## config.mk

```make
export PLATFORM = sky130hd
export DESIGN_NAME = cdma_spreader
export DESIGN_NICKNAME = d
export VERILOG_FILES = /design/src/rtl/cdma_spreader.sv
export SDC_FILE = /design/constraint.sdc
export NUM_CORES = 1
export LEC_CHECK = 0
export BUFFER_PORTS_ARGS = -buffer_cell sky130_fd_sc_hd__buf_2
export CAP_MARGIN = 20
export CORE_UTILIZATION = 40
export DETAILED_ROUTE_END_ITERATION = 6
export GPL_TIMING_DRIVEN = 0
export SLEW_MARGIN = 5
export SYNTH_ARGS = -nofsm -noshare
export SYNTH_HDL_FRONTEND = slang
export SYNTH_SLANG_ARGS = --single-unit
```

## constraint.sdc

```tcl
create_clock -name clk -period 7.1 [get_ports clk]
set_input_delay 1.065 -clock clk [delete_from_list [all_inputs] [get_ports clk]]
set_output_delay 1.065 -clock clk [all_outputs]
set_load 0.05 [all_outputs]
```

## src/rtl/cdma_spreader.sv

```systemverilog
// cdma_spreader: buffers serial data bits and spreads each one over CODE_LEN
// chips of a Walsh code row, emitting contiguous symbols while bits are queued.
`default_nettype none

module cdma_spreader #(
  parameter int CODE_W     = 3,
  parameter int FIFO_DEPTH = 4
) (
  input  logic              clk,
  input  logic              rst,
  input  logic              bit_in,
  input  logic              bit_valid,
  output logic              bit_ready,
  input  logic [CODE_W-1:0] code_sel,
  output logic              chip_out,
  output logic              chip_valid,
  output logic              sym_start,
  output logic              sym_last,
  output logic [CODE_W:0]   fifo_level
);

  localparam int                LVL_W   = CODE_W + 1;
  localparam int                PTR_W   = (FIFO_DEPTH > 1) ? $clog2(FIFO_DEPTH) : 1;
  localparam logic [PTR_W-1:0]  PTR_MAX = PTR_W'(FIFO_DEPTH - 1);
  localparam logic [CODE_W-1:0] LAST    = {CODE_W{1'b1}};
  localparam logic [LVL_W-1:0]  FULL    = LVL_W'(FIFO_DEPTH);

  typedef enum logic {IDLE, SPREAD} state_t;

  state_t            state, state_n;
  logic [CODE_W-1:0] chip_idx, chip_idx_n;
  logic [CODE_W-1:0] code_lat, code_lat_n;
  logic              data_bit, data_bit_n;
  logic              chip_n, valid_n, start_n, last_n;

  logic              mem [FIFO_DEPTH];
  logic [PTR_W-1:0]  rd_ptr, wr_ptr;
  logic              push, pop;

  function automatic logic walsh(input logic [CODE_W-1:0] c, input logic [CODE_W-1:0] j);
    return ^(c & j);
  endfunction

  assign bit_ready = (fifo_level != FULL);
  assign push      = bit_valid && bit_ready;

  // Storage needs no reset: emptiness is defined entirely by fifo_level.
  always_ff @(posedge clk) begin
    if (push) mem[wr_ptr] <= bit_in;
  end

  always_ff @(posedge clk or posedge rst) begin
    if (rst) begin
      rd_ptr     <= '0;
      wr_ptr     <= '0;
      fifo_level <= '0;
    end else begin
      if (push) wr_ptr <= (wr_ptr == PTR_MAX) ? '0 : wr_ptr + 1'b1;
      if (pop)  rd_ptr <= (rd_ptr == PTR_MAX) ? '0 : rd_ptr + 1'b1;
      case ({push, pop})
        2'b10:   fifo_level <= fifo_level + 1'b1;
        2'b01:   fifo_level <= fifo_level - 1'b1;
        default: fifo_level <= fifo_level;
      endcase
    end
  end

  always_ff @(posedge clk or posedge rst) begin
    if (rst) begin
      state      <= IDLE;
      chip_idx   <= '0;
      code_lat   <= '0;
      data_bit   <= 1'b0;
      chip_out   <= 1'b0;
      chip_valid <= 1'b0;
      sym_start  <= 1'b0;
      sym_last   <= 1'b0;
    end else begin
      state      <= state_n;
      chip_idx   <= chip_idx_n;
      code_lat   <= code_lat_n;
      data_bit   <= data_bit_n;
      chip_out   <= chip_n;
      chip_valid <= valid_n;
      sym_start  <= start_n;
      sym_last   <= last_n;
    end
  end

  // Popping uses the level before this edge's push, so a bit never bypasses the buffer.
  always_comb begin
    pop        = 1'b0;
    state_n    = state;
    chip_idx_n = chip_idx;
    code_lat_n = code_lat;
    data_bit_n = data_bit;
    chip_n     = 1'b0;
    valid_n    = 1'b0;
    start_n    = 1'b0;
    last_n     = 1'b0;

    if ((state == IDLE || chip_idx == LAST) && fifo_level != '0) begin
      pop        = 1'b1;
      state_n    = SPREAD;
      chip_idx_n = '0;
      code_lat_n = code_sel;
      data_bit_n = mem[rd_ptr];
      chip_n     = mem[rd_ptr] ^ walsh(code_sel, '0);
      valid_n    = 1'b1;
      start_n    = 1'b1;
      last_n     = (LAST == '0);
    end else if (state == SPREAD && chip_idx != LAST) begin
      chip_idx_n = chip_idx + 1'b1;
      chip_n     = data_bit ^ walsh(code_lat, chip_idx_n);
      valid_n    = 1'b1;
      last_n     = (chip_idx_n == LAST);
    end else if (state == SPREAD) begin
      state_n    = IDLE;
      chip_idx_n = '0;
    end
  end

endmodule

`default_nettype wire

```

# Word-level counts from Yosys, hierarchy flattened
# Memory sizes are Yosys's and may differ from the RTL's.
# Cells that the tools add are included.
# totals
reg_bits,20
output_inout_bits,9
mem_count,1
ram_bits,4
inputBits,7
wordCells,54
# mem_list
memory,words,width,read_ports,rd_clocked_by_memory_dff,wr,line,text
mem,4,1,1,0,1,36,logic mem [FIFO_DEPTH];
# classes
reduce_logical,8
bitwise_logic,3
addsub,5
eq_ne,9
n_mux,17
# op_table
op,n
1-bit two-way mux,11
3-bit two-way mux,3
4-bit case mux with 2 select lines,1
2-bit == test (second input constant),3
3-bit == test (second input constant),2
2-bit by 1-bit adder with 2-bit output (second input constant),2
4-bit by 1-bit adder with 4-bit output (second input constant),1
2-bit two-way mux,2
4-bit by 3-bit inequality test with 1-bit output (second input constant),1
4-bit nonzero test,1
4-bit by 1-bit subtractor with 4-bit output (second input constant),1
3-bit by 1-bit adder with 3-bit output (second input constant),1
3-bit AND,1
1-bit logical AND,3
3-bit inequality test (second input constant),1
3-bit nonzero test,1
3-bit parity,1
2-bit by 1-bit == test with 1-bit output (second input constant),1
2-bit inequality test (second input constant),1
2-bit nonzero test,1
1-bit logical OR,1
1-bit inverter,1
1-bit bitwise XOR,1

# Logic depth before layout (Yosys ltp)
# Gate-level depths: netlist (run 1).
# depth
ltp_word,6
mapped_depth,12

# Worst setup path before layout (run 1)
# Ideal clock, no wire load.
# synth_timing
kind,register -> register
startpoint,reg fifo_level[1]
endpoint,reg fifo_level[2]
required_ps,6949
path_slack_ps,4278
setup_ps,151
arrival_time_ps,2671
stages_incl_launch_ff,13
cell_sequence,dfrtp_1 buf_6 nor3_1 nand2_1 and2_1 inv_1 ha_1 xor2_1 ha_1 a21oi_1 xor2_1 nor2_1 xor2_1
# synth_via
elab_cells_between_ends,11
cone_classes,add/sub (2); eq/ne (3); mux (2); reduce/logical (4)
# synth_rtl
element,line,text
"start, declared",19,output logic [CODE_W:0] fifo_level
"start signal, assigned",61,2'b10: fifo_level <= fifo_level + 1'b1;
"start signal, assigned",62,2'b01: fifo_level <= fifo_level - 1'b1;
"start signal, assigned",63,default: fifo_level <= fifo_level;
4-bit by 3-bit inequality test with 1-bit output *,44,assign bit_ready = (fifo_level != FULL);
named net bit_ready,13,"output logic bit_ready,"
1-bit logical AND *,45,assign push = bit_valid && bit_ready;
2-bit by 1-bit == test with 1-bit output or 2-bit == test (tied branches),60,"case ({push, pop})"
4-bit case mux with 2 select lines or 2-bit nonzero test (tied branches),-,
# The timed path passes the listed nets; every way through them passes the cells marked *.
# A chain may end at the register's enable or synchronous reset.

# Worst setup path after layout (run 1)
# layout_timing
startpoint,reg chip_idx[0]
endpoint,reg fifo_level[2]
# layout_via
elab_chain_cells,6
elab_cells_between_ends,8
cone_classes,eq/ne (3); mux (2); reduce/logical (3)
# layout_lines
element,line,text
"start, declared",31,"logic [CODE_W-1:0] chip_idx, chip_idx_n;"
"start signal, assigned",80,chip_idx <= chip_idx_n;
3-bit == test *,102,if ((state == IDLE || chip_idx == LAST) && fifo_level != '0) begin
1-bit logical OR *,102,
1-bit logical AND *,102,
1-bit two-way mux *,102,
named net pop,38,"logic push, pop;"
2-bit by 1-bit == test with 1-bit output or 2-bit == test (tied branches),60,
4-bit case mux with 2 select lines or 2-bit nonzero test (tied branches),-,
# Marks and branches as above.

==> results of run 1 <==
==> sequential cells by signal, summed over array words and instances, names as in the netlist, 2 cells and up <==
signal      count
fifo_level      4
chip_idx        3
rd_ptr          2
mem             4
wr_ptr          2
code_lat        3
==> worst max-delay path, stage by stage, from the launching register on <==
cell and delay [ps]:
dfrtp_1 450, ha_1 210, ha_1 180, nand2b_1 230, nor2b_2 200, buf_6 160, ha_1 250, xor2_1 170
ha_1 180, a21oi_1 150, xor2_1 160, nor2_1 60, xor2_1 140
==> worst max path at each step <==
stage               endpoint  slack (ps)  cells past startpoint           from
6_report       fifo_level[2]        4430                     12    chip_idx[0]
5_1_grt        fifo_level[2]        4250                     12    chip_idx[0]
4_1_cts        fifo_level[2]        4420                     12    chip_idx[0]
3_5_place_dp   fifo_level[2]        4410                     10      bit_valid
3_3_place_gp   fifo_level[2]        4430                     10      bit_valid
2_1_floorplan  fifo_level[2]        4280                     12  fifo_level[1]
==> cell families after synthesis <==
logic type / Yosys count
AND/OR/NAND/NOR: 29
flip-flops: 24
buffers and inverters: 8
adder cells (fa/ha/maj): 11
multiplexers: 9
XOR/XNOR: 8
AO/OA/AOI/OAI: 9
==> per-layer routing <==
layer	up-vias	wire [um]	track usage
met5	-	0	0
met4	0	13	0.03136
met3	2	95	0.04762
met2	23	854	0.1882
met1	379	886	0.1737
li1	369	-	-
==> power by group through the flow <==
| stage | registers [mW] | logic [mW] | clock network [mW] |
|---|---|---|---|
| global route | 0.262 | 0.387 | 0.108 |
| global placement | 0.254 | 0.344 | 0 |
| floorplan | 0.314 | 0.225 | 0 |
| CTS | 0.254 | 0.353 | 0.102 |
| finish | 0.253 | 0.348 | 0.0990 |
| detailed placement | 0.258 | 0.352 | 0 |
==> Yosys cell counts <==
master    count
buf_6         2
and2_1        1
o21ai_0       5
nor2_1        4
ha_1         11
mux4_2        1
xnor2_1       5
nor4_4        1
nor2b_1       2
o22ai_1       2
dfrtp_1      20
nand3b_1      1
a32oi_1       1
nand2_1       9
and3_1        5
nor2b_2       1
nand2b_1      3
mux2_2        3
nor3b_1       1
inv_1         6
a21oi_1       1
nor3_1        1
edfxtp_1      4
xor2_1        3
mux2_4        5
==> stage by stage <==
step           std cells  utilization  hold slack (ps)  total power, mW
2_1_floorplan         98            -            473.9           0.5388
3_3_place_gp         144       0.4728            506.6           0.5981
3_5_place_dp         144       0.4728            516.2           0.6097
4_1_cts              148       0.4914            547.9           0.7091
5_1_grt              148       0.4914            565.8           0.7559
6_report             148       0.4914            546.4           0.7004
==> layout make-up <==
class                      instances  area (um2)
sequential                        24       620.6
buffer                             2       22.52
tap                               31       38.79
clock inverter                     1       30.03
fill                             271        1439
timing repair buffer              15       75.07
inverter                           6       22.52
multi-input combinational         66       558.0
clock buffer                       3       22.52
==> results.yml, run 1 <==
status:
  violations: "DRC"
  status: "complete, but fails checks"
min_path:
  worstHoldEndpoint: "code_lat[2]"
  worstHoldPathType: "flop to flop"
  hold_start: "code_lat[2]"
  min_path_cells: 1
clock_network:
  cts_buffer_depth: 2
  postCtsHoldBufs: 0
  postCtsSetupRepairBufs: 0
  cts_sinks: 24
  cts_tree: "done"
  clk_transition_reported_paths_ps: 140
  clock_latency_ps: 320
  ctsHtreeMaxLevel: 1
  cts_resized: 0
  numCtsBuffers: 3
  cts-root-buf: "clkbuf_4"
synth:
  ys_types: 25
  ys_ff_latch: 24
  synth_warnings: 0
  synth_fa_ha_area_frac: 0.1125
  synthSimpleGateAreaFrac: 0.1370
  synth_top_family_by_area: "simple AND/OR/NAND/NOR gates"
  yosys.area.top_type: "dfrtp_1"
  synthMuxAreaShare: 0.1074
  synth_cells: 98
  seq_area_frac_synth: 0.5072
  synth_top_cell_area_share: 0.4090
  synth_xor_area_frac: 0.05726
  syn_avg_cell_area_um2: 12.49
  syn_area_mm2: 0.001224
  synth_compound_area_frac: 0.04192
  synth_nets: 116
  netlist_top_cells_area: "dfrtp_1 41%, ha_1 11%, edfxtp_1 9.8%"
flow_run:
  cap_violations: 0
global_route:
  grtUsageTotal: 0.1260
  grt_pass1_wl_mm: 3.180
  antenna_found_initial: 0
  grt_overflow: 0
  grt_pass1_vias: 714
  grt_max_degree: 21
placed_design:
  detailedPlace.worstSlack_ps: 4409
  dpl_cell_area_mm2: 0.001338
  portBuffers: 15
  place_congestion: 0.6730
  dp.final_hpwl_mm: 1.375
setup_path:
  cp_data_required_time_ps: 7300
  reg2reg_from: "chip_idx[0]"
  worstPathArrival_ps: 2870
  end_kind: "flop"
  reg2regPathDepth: 12
  timing.rr.end: "fifo_level[2]"
  start_kind: "flop"
  r2r_slack_ps: 4430
  path_max_fanout: 10
  path_class: "flop to flop"
floorplan:
  initial_core_util: 0.4326
  die-area_mm2: 0.003284
  core.rowCount: 19
  core_area_mm2: 0.002829
  dieWidth_um: 57.31
  die_h_um: 57.31
  ios: 16
routing:
  via_count: 773
  drt_pre_antenna_iters: 7
  drt-initial-drc-count: 17
  ant_nets: 0
  routedWlPerCell_um: 12.49
  routed_via_density: 5.223
  wirelength_mm: 1.849
  drc: 2
timing:
  post-route-period-util: 0.3756
  max_slew_margin: 0.4813
  rsz0062_at_grt: "false"
  finalHoldViolCount: 0
  clock_skew_ps: 10.23
  slew_violations: 0
  tns_ps: 0
  setup_ws_ps: 4433
  worst_slew_pin_slew_ps: 777.1
  fmax_mhz: 375.0
  finalCriticalPeriod_ps: 2667
  setup_viol: 0
pwr:
  pwr-share-comb: 0.497
  p_sw_uw: 287.1
  p_leak_nw: 0.6514
  ir_drop_uv: 248.4
  pwr-share-clk: 0.141
  p_int_uw: 413.2
  swShare: 0.4100
  p_per_area_mw_per_mm2: 503.8
  power_frac_seq: 0.361
cells_and_area:
  diodes: 0
  fin_area_mm2: 0.001390
  drive_above_1_share: 0.2735
  mostFrequentLayoutCells: "20 x dfrtp_1, 15 x buf_2, 11 x ha_1, 9 x nand2_1, 6 x inv_1"
  layout.nets: 136
  final_common_cell: "dfrtp_1"
  areaGrowthSynthToFinish_pct: 13.60
Power figures use the tool's default switching activity.
==> run 2, diff against run 1 <==
clock period = 2.35 ns   (was 7.1 ns; I/O delays follow)
==> run 2 against run 1 <==
The run still ends with DRC left. Global-route usage increased by 1.3 points. Core utilization increased by 3.6 points. Via count increased by 2.6%. Critical path depth decreased by 1. First-iteration DRC count unchanged. Critical path type unchanged.
==> results.yml, run 2 (same netlist as run 1, synthesis figures left out) <==
status:
  status: "complete, but fails checks"
  violations: "DRC"
placed_design:
  dp.final_hpwl_mm: 1.367
  detailedPlace.worstSlack_ps: -114.8
  place_inst: 144
  portBuffers: 15
  dpl_cell_area_mm2: 0.001378
  place_congestion: 0.7443
cells_and_area:
  fin_cells: 158
  drive_above_1_share: 0.4094
  diodes: 0
  areaGrowthSynthToFinish_pct: 21.98
  layout.nets: 146
  reg_top3: "fifo_level (4), mem (4)"
  fin_area_mm2: 0.001493
  final_common_cell: "dfrtp_1"
  mostFrequentLayoutCells: "16 x dfrtp_1, 15 x buf_2, 11 x buf_4, 9 x ha_1, 8 x nand2_1"
timing:
  post-route-period-util: 0.9429
  hold_ws_ps: 144.8
  worst_slew_pin_slew_ps: 750.1
  finalCriticalPeriod_ps: 2216
  setup_ws_ps: 134.2
  fmax_mhz: 451.3
  max_slew_margin: 0.4994
  clock_skew_ps: 6.958
  slew_violations: 0
  setup_viol: 0
  finalHoldViolCount: 0
setup_path:
  start_kind: "flop"
  critical_path.cell_chain: "ha_1 -> ha_1 -> nand2b_4 -> nor2b_4 -> ha_4 -> xor2_1 -> ha_2 -> a21oi_2 -> xor2_1 -> nor2_1 -> xor2_1"
  end_kind: "flop"
  cp_common_cell: "xor2_1"
  path_class: "flop to flop"
  reg2reg_from: "chip_idx[1]"
  cp_top_family: "adder cells"
  max_stage_delay_ps: 430
  reg2regPathDepth: 11
  cp_data_required_time_ps: 2560
  path_max_fanout: 4
  path_buf_inv: 0
  crit_cells: 11
  r2r_slack_ps: 130
  worstPathArrival_ps: 2430
  timing.rr.end: "fifo_level[2]"
  crit_path_top_delay_cell: "dfrtp_1"
global_route:
  grtUsageTotal: 0.1388
  grt_max_degree: 21
  grt_overflow: 0
  antenna_found_initial: 0
  grt_pass1_wl_mm: 3.415
  grt_pass1_vias: 794
pwr:
  p_per_area_mw_per_mm2: 1455
  ir_drop_uv: 763.8
  p_leak_nw: 0.7011
  finalPower_mw: 2.173
clock_network:
  postCtsHoldBufs: 0
  cts-root-buf: "clkbuf_4"
  ctsHtreeMaxLevel: 1
  cts_sinks: 24
  numCtsBuffers: 3
  clk_transition_reported_paths_ps: 130
  cts_tree: "done"
  clock_latency_ps: 310
  cts_buffer_depth: 2
routing:
  drt_pre_antenna_iters: 6
  wirelength_mm: 2.013
  drc: 2
  ant_nets: 0
  routed_via_density: 5.019
  drt-initial-drc-count: 17
  routedWlPerCell_um: 12.74
  via_count: 793
floorplan:
  die_h_um: 57.31
  ios: 16
  core.rowCount: 19
  dieWidth_um: 57.31
  initial_core_util: 0.4326
  core_area_mm2: 0.002829
  die-area_mm2: 0.003284
flow_run:
  cap_violations: 0
min_path:
  worstHoldPathType: "input port to asynchronous set/reset pin"
==> run 2: stage by stage <==
step | TNS (ps) | utilization
final | 0 | 0.5276
after global placement | -84.27 | 0.4870
after global routing | -23.87 | 0.5276
after detailed placement | -114.8 | 0.4870
after CTS | 0 | 0.5002
after floorplan | 0 | -
==> run 2: final cells by class <==
| class | instances | area [um2] |
|---|---|---|
| plain buffers | 1 | 11.26 |
| clock buffers | 4 | 26.28 |
| fillers | 261 | 1336 |
| repair buffers | 26 | 157.7 |
| flip-flops and latches | 24 | 625.6 |
| inverters | 6 | 22.52 |
| well taps | 31 | 38.79 |
| multi-input cells | 66 | 610.6 |
==> run 2: how the worst max path moves through the flow <==
stage                             start             to  slack, ps
after floorplan           fifo_level[1]  fifo_level[2]         20
after global placement      chip_idx[0]  fifo_level[2]        -80
after detailed placement    chip_idx[0]  fifo_level[2]       -110
after CTS                   chip_idx[1]  fifo_level[2]          6
after global routing        chip_idx[1]  fifo_level[2]        -20
final                       chip_idx[1]  fifo_level[2]        130
==> run 2: per-layer routing <==
layer / share of wire / global-route usage / up-vias / wire length, um
li1: - / - / 393 / -
met1: 0.45 / 0.1674 / 380 / 898
met2: 0.50 / 0.2269 / 15 / 1002
met3: 0.036 / 0.04082 / 5 / 73
met4: 0.019 / 0.06969 / 0 / 38
met5: 0 / 0 / - / 0
==> run 2: what timing repair did <==
action / 4_1_cts / 5_1_grt
endpoints found under the setup margin: 1 / 3
pin swaps: 0 / 4
buffers inserted: 1 / 10
gates resized for setup: 2 / 1
==> run 2: power by group <==
group,internal (mW),total [mW],switching (mW)
clock,0.0663,0.187,0.121
sequential,0.610,0.776,0.166
combinational,0.576,1.21,0.633
==> run 3, diff against run 2 <==
ABC_AREA = 1   (was unset)
SLEW_MARGIN = unset   (was 5)
==> run 3 against run 2 <==
The run still ends with DRC left. Combinational power about the same. Non-clock buffer count decreased by 9. Die area increased by 0.79%. Clock power increased by 59%. Critical path type unchanged. Largest power group unchanged. Highest routed layer unchanged.
==> results.yml, run 3 <==
status:
  status: "complete, but fails checks"
  violations: "DRC"
timing:
  clock_skew_ps: 6.197
  finalCriticalPeriod_ps: 2217
  finalHoldViolCount: 0
  setup_viol: 0
  fmax_mhz: 451.1
  slew_violations: 0
  post-route-period-util: 0.9434
  max_slew_margin: 0.4740
  setup_ws_ps: 133.1
  worst_slew_pin_slew_ps: 788.1
  tns_ps: 0
cells_and_area:
  mostFrequentLayoutCells: "34 x nand2_1, 20 x dfrtp_1, 16 x inv_1, 15 x buf_2, 11 x nor2_1"
  final_common_cell: "nand2_1"
  diodes: 0
  fin_area_mm2: 0.001441
  seqCellArea_um2: 620.6
  reg_top3: "fifo_level (4), mem (4)"
  multiInputGateArea_um2: 554.3
  drive_above_1_share: 0.2500
  areaGrowthSynthToFinish_pct: 16.84
  fillCellCount: 267
  layout.nets: 175
routing:
  routedWlPerCell_um: 10.65
  drt_pre_antenna_iters: 6
  via_count: 878
  drt-initial-drc-count: 37
  ant_nets: 0
  wirelength_mm: 1.991
  drc: 1
  routed_via_density: 4.695
floorplan:
  die_h_um: 57.54
  initial_core_util: 0.4361
  dieWidth_um: 57.54
  ios: 16
  core.rowCount: 19
  die-area_mm2: 0.003310
  core_area_mm2: 0.002829
synth:
  synth_warnings: 0
  synth_edf_count: 4
  netlist_top_cells_area: "dfrtp_1 41%, ha_1 11%, nand2_1 10%"
  synth_top_family_by_area: "simple AND/OR/NAND/NOR gates"
  synth_nets: 152
  ys_types: 21
  synthMuxAreaShare: 0
  syn_area_mm2: 0.001234
  ys_ff_latch: 24
  synth_top_cell_area_share: 0.4057
  synth_common_cells: "34 x nand2_1, 20 x dfrtp_1, 16 x inv_1"
  seq_area_frac_synth: 0.5030
  synth_cells: 134
  synth_ff_type: "dfrtp_1"
  yosys.area.top_type: "dfrtp_1"
  synth_fa_ha_area_frac: 0.1116
  synthSimpleGateAreaFrac: 0.2353
  synth_xor_area_frac: 0.02840
  syn_avg_cell_area_um2: 9.207
  synth_compound_area_frac: 0.05882
  ys_async_sr_fraction: 0.8333
  synth.most_common_cell: "nand2_1"
placed_design:
  detailedPlace.worstSlack_ps: -54.31
  place_congestion: 0.7741
  dp.final_hpwl_mm: 1.422
  portBuffers: 15
  dpl_cell_area_mm2: 0.001355
pwr:
  p_sw_mw: 1.047
  pwr-share-comb: 0.540
  power_frac_seq: 0.328
  p_per_area_mw_per_mm2: 1551
  p_int_mw: 1.188
  swShare: 0.4685
  ir_drop_uv: 819.2
  pwr-share-clk: 0.133
  p_leak_nw: 0.7367
global_route:
  grtUsageTotal: 0.1396
  grt_overflow: 0
  grt_pass1_vias: 839
  grt_max_degree: 21
  grt_pass1_wl_mm: 3.498
  antenna_found_initial: 0
setup_path:
  path_max_fanout: 11
  start_kind: "flop"
  reg2reg_from: "chip_idx[0]"
  end_kind: "flop"
  reg2regPathDepth: 13
  worstPathArrival_ps: 2430
  startpoint: "chip_idx[0]"
  path_class: "flop to flop"
  r2r_slack_ps: 130
  timing.rr.end: "fifo_level[2]"
  cp_data_required_time_ps: 2560
  cp-endpoint: "fifo_level[2]"
clock_network:
  cts_sinks: 24
  cts-root-buf: "clkbuf_4"
  ctsHtreeMaxLevel: 1
  clock_latency_ps: 310
  cts_buffer_depth: 2
  numCtsBuffers: 3
  cts_tree: "done"
  clk_transition_reported_paths_ps: 140
min_path:
  worstHoldPathType: "input port to asynchronous set/reset pin"
flow_run:
  cap_violations: 0
## run 3: changes by cell type in the layout (fill, tap and decap cells not counted), sizes merged, moves of 8 or more
cell	before	now
nand2	9	37
inv	6	20
nor2	4	15
buf	27	18
mux2	8	0
nand3	0	8
## run 3: worst min path at each step
stage | startpoint | endpoint | cells past startpoint
after detailed placement | code_lat[1] | code_lat[1] | 2
after global routing | rst | fifo_level[2] | 2
after floorplan | rst | chip_idx[0] | 1
after CTS | rst | wr_ptr[0] | 2
final | rst | wr_ptr[0] | 2
after global placement | code_lat[2] | code_lat[2] | 2
## run 3: power by group through the flow
stage | logic [mW] | clock network (mW) | registers [mW]
5_1_grt | 1.37 | 0.319 | 0.757
3_5_place_dp | 1.16 | 0 | 0.748
3_3_place_gp | 1.14 | 0 | 0.739
4_1_cts | 1.19 | 0.307 | 0.732
2_1_floorplan | 0.737 | 0 | 0.937
6_report | 1.21 | 0.297 | 0.732
## run 3: area by class of cell
cell class	count	share of cell area
clock buffers	3	0.01563
clock inverters	1	0.02083
inverters	20	0.05382
multi-input cells	90	0.3845
flip-flops and latches	24	0.4306
well taps	31	0.02691
repair buffers	18	0.06771
## run 3: critical path, stage by stage (launching register included)
cell and delay [ps]:
dfrtp_1 410, ha_1 200, ha_1 200, nor2_4 130
inv_2 80, nand2_4 70, inv_4 70, ha_2 200
nor2_2 120, nor2_4 60, ha_1 180, a21oi_2 140
xor2_1 170, o21ai_1 70
## run 3: layer usage
| layer | vias up | track usage | part of all wire |
|---|---|---|---|
| li1 | 463 | - | - |
| met1 | 402 | 0.1864 | 0.48 |
| met2 | 11 | 0.2193 | 0.49 |
| met3 | 2 | 0.02041 | 0.028 |
| met4 | 0 | 0.07317 | 0.0085 |
| met5 | - | 0 | 0 |
## run 3: through the flow
| stage | total power, mW | util | hold WS (ps) | std cells |
|---|---|---|---|---|
| after global placement | 1.874 | 0.4790 | 462.6 | 180 |
| after floorplan | 1.674 | - | 316.3 | 134 |
| final | 2.235 | 0.5095 | 159.0 | 187 |
| after detailed placement | 1.905 | 0.4790 | 467.7 | 180 |
| after global routing | 2.443 | 0.5095 | 218.3 | 187 |
| after CTS | 2.231 | 0.5029 | 182.9 | 186 |
## run 3: what timing repair did
| item | in CTS | in global routing |
|---|---|---|
| setup endpoints to repair | 1 | 1 |
| pin swaps | 1 | 1 |
| buffers inserted | 2 | 1 |
| resized for setup | 0 | 3 |
| hold buffers | 0 | 0 |
## run 3: kinds of logic after synthesis
kind of cell,after synthesis
xor+xnor,4
compound gates,13
buf+inv,20
simple gates,62
fa+ha+maj,11
flops,24
